[config.mk]
export PLATFORM = sky130hd
export DESIGN_NAME = uart_tx_param
export DESIGN_NICKNAME = d
export VERILOG_FILES = /design/src/rtl/uart_tx_param.sv
export SDC_FILE = /design/constraint.sdc
export NUM_CORES = 1
export LEC_CHECK = 0
export CAP_MARGIN = 20
export CORE_ASPECT_RATIO = 1.75
export CORE_MARGIN = 3
export CORE_UTILIZATION = 35
export CTS_CLUSTER_DIAMETER = 150
export DETAILED_ROUTE_END_ITERATION = 12
export SYNTH_ARGS = -nofsm -noshare
export SYNTH_HDL_FRONTEND = slang
export SYNTH_SLANG_ARGS = --single-unit
[constraint.sdc]
create_clock -name CLK -period 2.6 [get_ports CLK]
set_input_delay 0.52 -clock CLK [delete_from_list [all_inputs] [get_ports CLK]]
set_output_delay 0.52 -clock CLK [all_outputs]
set_load 0.005 [all_outputs]
[src/rtl/uart_tx_param.sv]
// uart_tx_param: parametrised UART transmitter.
// Sends DATA_WIDTH payload bits as one frame: a start bit, the data LSB first,
// an optional parity bit, then one or two stop bits. An internal baud divider
// sets the bit period to BAUD_DIV+1 clocks. The frame settings are captured
// when a request is accepted, so input changes during a frame are ignored.
//
// Ports:
//   CLK         system clock, rising edge
//   RST         asynchronous reset, active low
//   P_DATA      parallel payload, captured on accept
//   Data_Valid  send request, accepted only while idle
//   PAR_EN      1 = append a parity bit
//   PAR_TYP     1 = odd parity, 0 = even parity
//   STOP2       1 = two stop bits, 0 = one stop bit
//   BAUD_DIV    clocks per bit minus 1
//   TX_OUT      registered serial line, idle high
//   busy        high from the first start-bit cycle to the last stop-bit cycle
//   TX_DONE     one-cycle pulse in the idle cycle that follows a frame
module uart_tx_param #(
  parameter int DATA_WIDTH = 8,
  parameter int DIV_WIDTH  = 8
) (
  input  logic                  CLK,
  input  logic                  RST,
  input  logic [DATA_WIDTH-1:0] P_DATA,
  input  logic                  Data_Valid,
  input  logic                  PAR_EN,
  input  logic                  PAR_TYP,
  input  logic                  STOP2,
  input  logic [DIV_WIDTH-1:0]  BAUD_DIV,
  output logic                  TX_OUT,
  output logic                  busy,
  output logic                  TX_DONE
);

  localparam int IDX_W = $clog2(DATA_WIDTH);

  typedef enum logic [2:0] {IDLE, START, DATA, PARITY, STOP} state_t;

  state_t                state, state_next;
  logic [DIV_WIDTH-1:0]  baud_cnt, baud_cnt_next;
  logic [IDX_W-1:0]      bit_idx, bit_idx_next;
  logic                  stop_cnt, stop_cnt_next;
  logic [DATA_WIDTH-1:0] shift_q, shift_next;
  logic                  par_en_q, par_bit_q, stop2_q;
  logic [DIV_WIDTH-1:0]  div_q;
  logic                  tx_next, busy_next, done_next;
  logic                  armed;
  logic                  accept, bit_end;

  // armed stays low for the first edge after reset release, so a request
  // present on the very edge that RST deasserts is never taken.
  assign accept  = (state == IDLE) && Data_Valid && armed;
  assign bit_end = (baud_cnt == div_q);

  // State register, output flops and the captured frame settings.
  always_ff @(posedge CLK or negedge RST) begin
    if (!RST) begin
      state     <= IDLE;
      baud_cnt  <= '0;
      bit_idx   <= '0;
      stop_cnt  <= 1'b0;
      shift_q   <= '0;
      par_en_q  <= 1'b0;
      par_bit_q <= 1'b0;
      stop2_q   <= 1'b0;
      div_q     <= '0;
      TX_OUT    <= 1'b1;
      busy      <= 1'b0;
      TX_DONE   <= 1'b0;
      armed     <= 1'b0;
    end else begin
      armed    <= 1'b1;
      state    <= state_next;
      baud_cnt <= baud_cnt_next;
      bit_idx  <= bit_idx_next;
      stop_cnt <= stop_cnt_next;
      shift_q  <= shift_next;
      TX_OUT   <= tx_next;
      busy     <= busy_next;
      TX_DONE  <= done_next;
      if (accept) begin
        par_en_q  <= PAR_EN;
        // Even parity is the XOR of the data; odd parity is its inverse.
        par_bit_q <= (^P_DATA) ^ PAR_TYP;
        stop2_q   <= STOP2;
        div_q     <= BAUD_DIV;
      end
    end
  end

  // Next-state logic. TX_OUT's next value is only changed at bit boundaries,
  // so the registered line never glitches within a bit period.
  always_comb begin
    state_next    = state;
    baud_cnt_next = baud_cnt;
    bit_idx_next  = bit_idx;
    stop_cnt_next = stop_cnt;
    shift_next    = shift_q;
    tx_next       = TX_OUT;
    busy_next     = busy;
    done_next     = 1'b0;
    case (state)
      IDLE: begin
        if (accept) begin
          state_next    = START;
          baud_cnt_next = '0;
          bit_idx_next  = '0;
          stop_cnt_next = 1'b0;
          shift_next    = P_DATA;
          tx_next       = 1'b0;
          busy_next     = 1'b1;
        end
      end
      START: begin
        if (bit_end) begin
          state_next    = DATA;
          baud_cnt_next = '0;
          tx_next       = shift_q[0];
        end else begin
          baud_cnt_next = baud_cnt + 1'b1;
        end
      end
      DATA: begin
        if (bit_end) begin
          baud_cnt_next = '0;
          if (bit_idx == IDX_W'(DATA_WIDTH - 1)) begin
            bit_idx_next = '0;
            if (par_en_q) begin
              state_next = PARITY;
              tx_next    = par_bit_q;
            end else begin
              state_next = STOP;
              tx_next    = 1'b1;
            end
          end else begin
            // The shift register keeps the bit on air at position 0.
            bit_idx_next = bit_idx + 1'b1;
            shift_next   = shift_q >> 1;
            tx_next      = shift_q[1];
          end
        end else begin
          baud_cnt_next = baud_cnt + 1'b1;
        end
      end
      PARITY: begin
        if (bit_end) begin
          state_next    = STOP;
          baud_cnt_next = '0;
          tx_next       = 1'b1;
        end else begin
          baud_cnt_next = baud_cnt + 1'b1;
        end
      end
      STOP: begin
        if (bit_end) begin
          baud_cnt_next = '0;
          if (stop2_q && !stop_cnt) begin
            stop_cnt_next = 1'b1;
          end else begin
            state_next    = IDLE;
            stop_cnt_next = 1'b0;
            tx_next       = 1'b1;
            busy_next     = 1'b0;
            done_next     = 1'b1;
          end
        end else begin
          baud_cnt_next = baud_cnt + 1'b1;
        end
      end
      default: begin
        state_next = IDLE;
      end
    endcase
  end

endmodule

==> PnR_summary.wiki <==
{| class="wikitable"
! Metric !! Value
|-
| Global route overflow || 0
|-
| Final-report max-slew violation count || 0
|-
| Post-cts resize count || 0
|-
| Worst relative slew slack || 0.443
|-
| Distinct cell type count of the synthesized netlist || 41
|-
| DIE AREA || 0.00660 mm^2
|-
| Maximum number of pins on one net before global-route repair || 39
|-
| Via density || between 4 and 5
|-
| Last weighted congestion value of the routability-driven placer || approximately 0.75
|-
| Number of buffers inserted for hold repair after clock tree synthesis || 0
|-
| Critical path required time || around 2.8 ns
|-
| Max Cap Viol || 0
|-
| Max FO, Critical Path || 11
|-
| Number of setup violations in the final report || 0
|-
| Maximum clock rate || about 480 MHz
|-
| Number of global-route vias before repair || between 1k and 1.5k
|-
| DRT Pass-1 Iters || 4
|-
| All-Layer GR Usage || 0.129
|-
| Post-synthesis instance area || around 0.0020 mm^2
|-
| Worst-margin pin slew || roughly 0.84 ns
|-
| Layout overhead on the synthesized area || 23.2%
|-
| Count of vias placed by the detailed router || 1377
|-
| Sequential-to-total area share from yosys stat || 0.483
|-
| Number of rows created at floorplan || 35
|-
| Net Sw Frac || 0.327
|-
| Post-route DRC violation count || 0
|-
| Number of antenna-violating nets in the routed design || 0
|-
| Final Instance Count excl. Fillers || between 200 and 300
|-
| CTS tree || built
|-
| Met1 Resource Use GR || 0.136
|-
| Clk sink count || 38
|-
| Critical path's largest stage delay || approximately 0.55 ns
|-
| Met3 Usage GRT || 0.0213
|-
| Logic pwr share || 0.334
|-
| Die Y-Extent || about 110 um
|-
| Total wire length || ~3800 um
|-
| Width of the chip || between 60 and 70 um
|-
| Clock-pin slew reported for the worst setup and hold paths after clock tree synthesis || ~0.080 ns
|-
| Number of H-tree levels || 2
|-
| CP Cell Sequence || xor2_1, nor4_4, nand2_2, or4_1, o22ai_2
|-
| Cell accounting for the most synthesized area || sky130_fd_sc_hd__dfrtp_1
|-
| TritonCTS Buffers || 5
|-
| Min cycle time layout || ~2.1 ns
|-
| Global-route layer with the greatest usage || met2
|-
| Total I/O pin count || 25
|-
| Data arrival time of the critical path || approximately 2.3 ns
|-
| Share of the clock period used by the worst path || 0.797
|-
| Combined buffer and inverter count along the critical path || 0
|-
| Cell family contributing the most delay on the critical path || simple AND/OR/NAND/NOR gates
|-
| Hold Crit Class || in2async
|-
| Clock Tree Buf Depth || 2
|-
| Compound-Gate Fraction of Synth Area || 0.0972
|-
| Initial drt markers || 19
|-
| Setup crit end kind || register
|-
| Fraction of power consumed by the clock network || 0.243
|-
| Standby leakage power || between 1 and 1.5 nW
|-
| Post-CTS repair timing setup buffer count || 0
|-
| Global-route wire length before repair || approximately 6700 um
|-
| Library cell contributing the largest single delay on the critical path || sky130_fd_sc_hd__or4_1
|-
| EDFF count, synth || 0
|-
| Fraction of post-synthesis cell area in the top cell type by area || 0.470
|-
| Dpl hpwl || approximately 3000 um
|-
| Most instantiated flip-flop cell in the synthesis netlist || sky130_fd_sc_hd__dfrtp_1
|-
| Total of buffers placed on input and output ports || 24
|-
| Sort of element at the start of the critical path || register
|-
| Multiplexer share of the synthesized area || 0.137
|-
| RSZ-0062 raised after global routing || no
|-
| Synth Net Count || roughly 200
|-
| Internal power || 1.65 mW
|-
| Sequential share of power || 0.423
|-
| Latest clock arrival within the worst-skew pair || 0.29 ns
|-
| Number of warnings issued by yosys || 0
|-
| Area share of and/or/nand/nor cells after synthesis || 0.130
|-
| Final-report hold violation count || 0
|-
| Global routing met2 resource utilization || 0.244
|-
| Adder-cell share of the synthesized area || 0.0191
|-
| Detailed-route wire length per cell || approximately 14 um
|-
| Leading cell type in the layout, fill and taps excluded || sky130_fd_sc_hd__dfrtp_1
|-
| Starting utilization of the core area || 0.369
|-
| Cell types occupying the most area after synthesis || sky130_fd_sc_hd__dfrtp_1 47%, sky130_fd_sc_hd__mux2_2 14%, sky130_fd_sc_hd__xnor2_1 5.8%
|-
| Core region area || roughly 0.0053 mm^2
|-
| Critical Setup Path Class || reg2reg
|-
| Root buffer cell || sky130_fd_sc_hd__clkbuf_8
|-
| Synthesized flop and latch total || 38
|-
| Antenna violations before repair || 0
|-
| XOR/XNOR share of the synthesized area || 0.102
|-
| Mapped Cells || 174
|-
| Power per unit of standard cell area || 1010 mW/mm^2
|-
| Highest-count cells in the layout ignoring fill and taps || 37 x sky130_fd_sc_hd__dfrtp_1, 24 x sky130_fd_sc_hd__mux2_2, 23 x sky130_fd_sc_hd__clkdlybuf4s50_1, 14 x sky130_fd_sc_hd__nor2_1, 13 x sky130_fd_sc_hd__xnor2_1
|-
| Worst-case vdd ir drop || roughly 0.00054 V
|-
| Post-layout net count || 227
|-
| Final sum of negative setup slack || 0 ns
|-
| Dominant combinational cell family by area after synthesis || multiplexers
|-
| Total net switching power || between 0.8 and 0.9 mW
|-
| Worst Skew || 0.00923 ns
|-
| DP Cell Count || between 200 and 300
|-
| Outcome || finished, final reports clean
|-
| Layout cells sized above 1 || 0.222
|-
| Share of flip-flops with an asynchronous set or reset after synthesis || 1.00
|-
| Diode count || 0
|-
| Per-instance average area after synthesis || 11.3 um^2
|}
[synthesized netlist by cell type (2+ instances only)]
cell                        instances
sky130_fd_sc_hd__o21ai_0            8
sky130_fd_sc_hd__nor2_1            14
sky130_fd_sc_hd__nor2b_1            2
sky130_fd_sc_hd__nor3_1             2
sky130_fd_sc_hd__a2111oi_0          2
sky130_fd_sc_hd__dfrtp_1           37
sky130_fd_sc_hd__clkbuf_1           3
sky130_fd_sc_hd__a32o_1             2
sky130_fd_sc_hd__xor2_1            10
sky130_fd_sc_hd__mux2_2            24
sky130_fd_sc_hd__nand3_1            6
sky130_fd_sc_hd__a21oi_1            5
sky130_fd_sc_hd__nand2_1            8
sky130_fd_sc_hd__xnor2_1           13
sky130_fd_sc_hd__nand2b_1           2
sky130_fd_sc_hd__nor4_4             2
sky130_fd_sc_hd__o31ai_1            2
sky130_fd_sc_hd__inv_1              7
sky130_fd_sc_hd__ha_1               3
[per-layer routing]
layer	vias up	part of all wire	wire, um
met5	-	0	0
met4	0	0.027	102
li1	662	-	-
met2	27	0.57	2190
met1	681	0.37	1420
met3	7	0.026	100
[worst paths after layout]
path | slack [ns] | end | startpoint | cells past startpoint
max | 0.53 | state[2] | baud_cnt[5] | 5
max reg2reg | 0.53 | state[2] | baud_cnt[5] | 5
min in group CLK | 0.50 | stop_cnt | stop_cnt | 1
min reg2reg | 0.50 | stop_cnt | stop_cnt | 1
max in group asynchronous | 1.74 | shift_q[1] | RST | 1
min | 0.33 | shift_q[5] | RST | 1
[power groups by stage]
| stage | logic [mW] | clock network (mW) | registers, mW |
|---|---|---|---|
| after global routing | 0.927 | 0.630 | 1.08 |
| after detailed placement | 0.832 | 0 | 1.05 |
| after CTS | 0.834 | 0.612 | 1.04 |
| after floorplan | 0.662 | 0 | 0.979 |
| final | 0.820 | 0.596 | 1.04 |
| after global placement | 0.808 | 0 | 1.05 |
[cell type report]
class,count,area (um^2)
clock buffers,5,68.8
clock inverters,3,68.8
fillers,558,2920
inverters,7,26.3
multi-input cells,123,960
flip-flops and latches,38,952
well taps,74,92.6
repair buffers,27,258
[stage by stage]
step | cell area (um^2) | hold slack, ns | worst slack (ns) | total power, mW | util
3_3_place_gp | 2290 | 0.471 | 0.422 | 1.86 | 0.428
4_1_cts | 2430 | 0.359 | 0.513 | 2.49 | 0.454
6_report | 2430 | 0.327 | 0.528 | 2.45 | 0.454
5_1_grt | 2430 | 0.389 | 0.425 | 2.64 | 0.454
3_5_place_dp | 2290 | 0.488 | 0.399 | 1.89 | 0.428
2_1_floorplan | 1970 | 0.224 | 0.731 | 1.64 | -
[sequential cells by signal, summed over array words and instances, names as in the netlist]
signal and flops:
TX_DONE 1, stop2_q 1, TX_OUT 1, busy 1, div_q 8, baud_cnt 8, par_en_q 1, bit_idx 3
state 3, armed 1, shift_q 8, stop_cnt 1, par_bit_q 1
[logic make-up after synthesis]
logic type	count (synthesis)
AOI/OAI and AO/OA	27
xor gates and xnor gates	23
adders and majority gates	3
buffers and inverters	13
DFF	38
muxes	24
other	1
and+or+nand+nor	45
No activity file was read; power rests on OpenSTA's default activity.
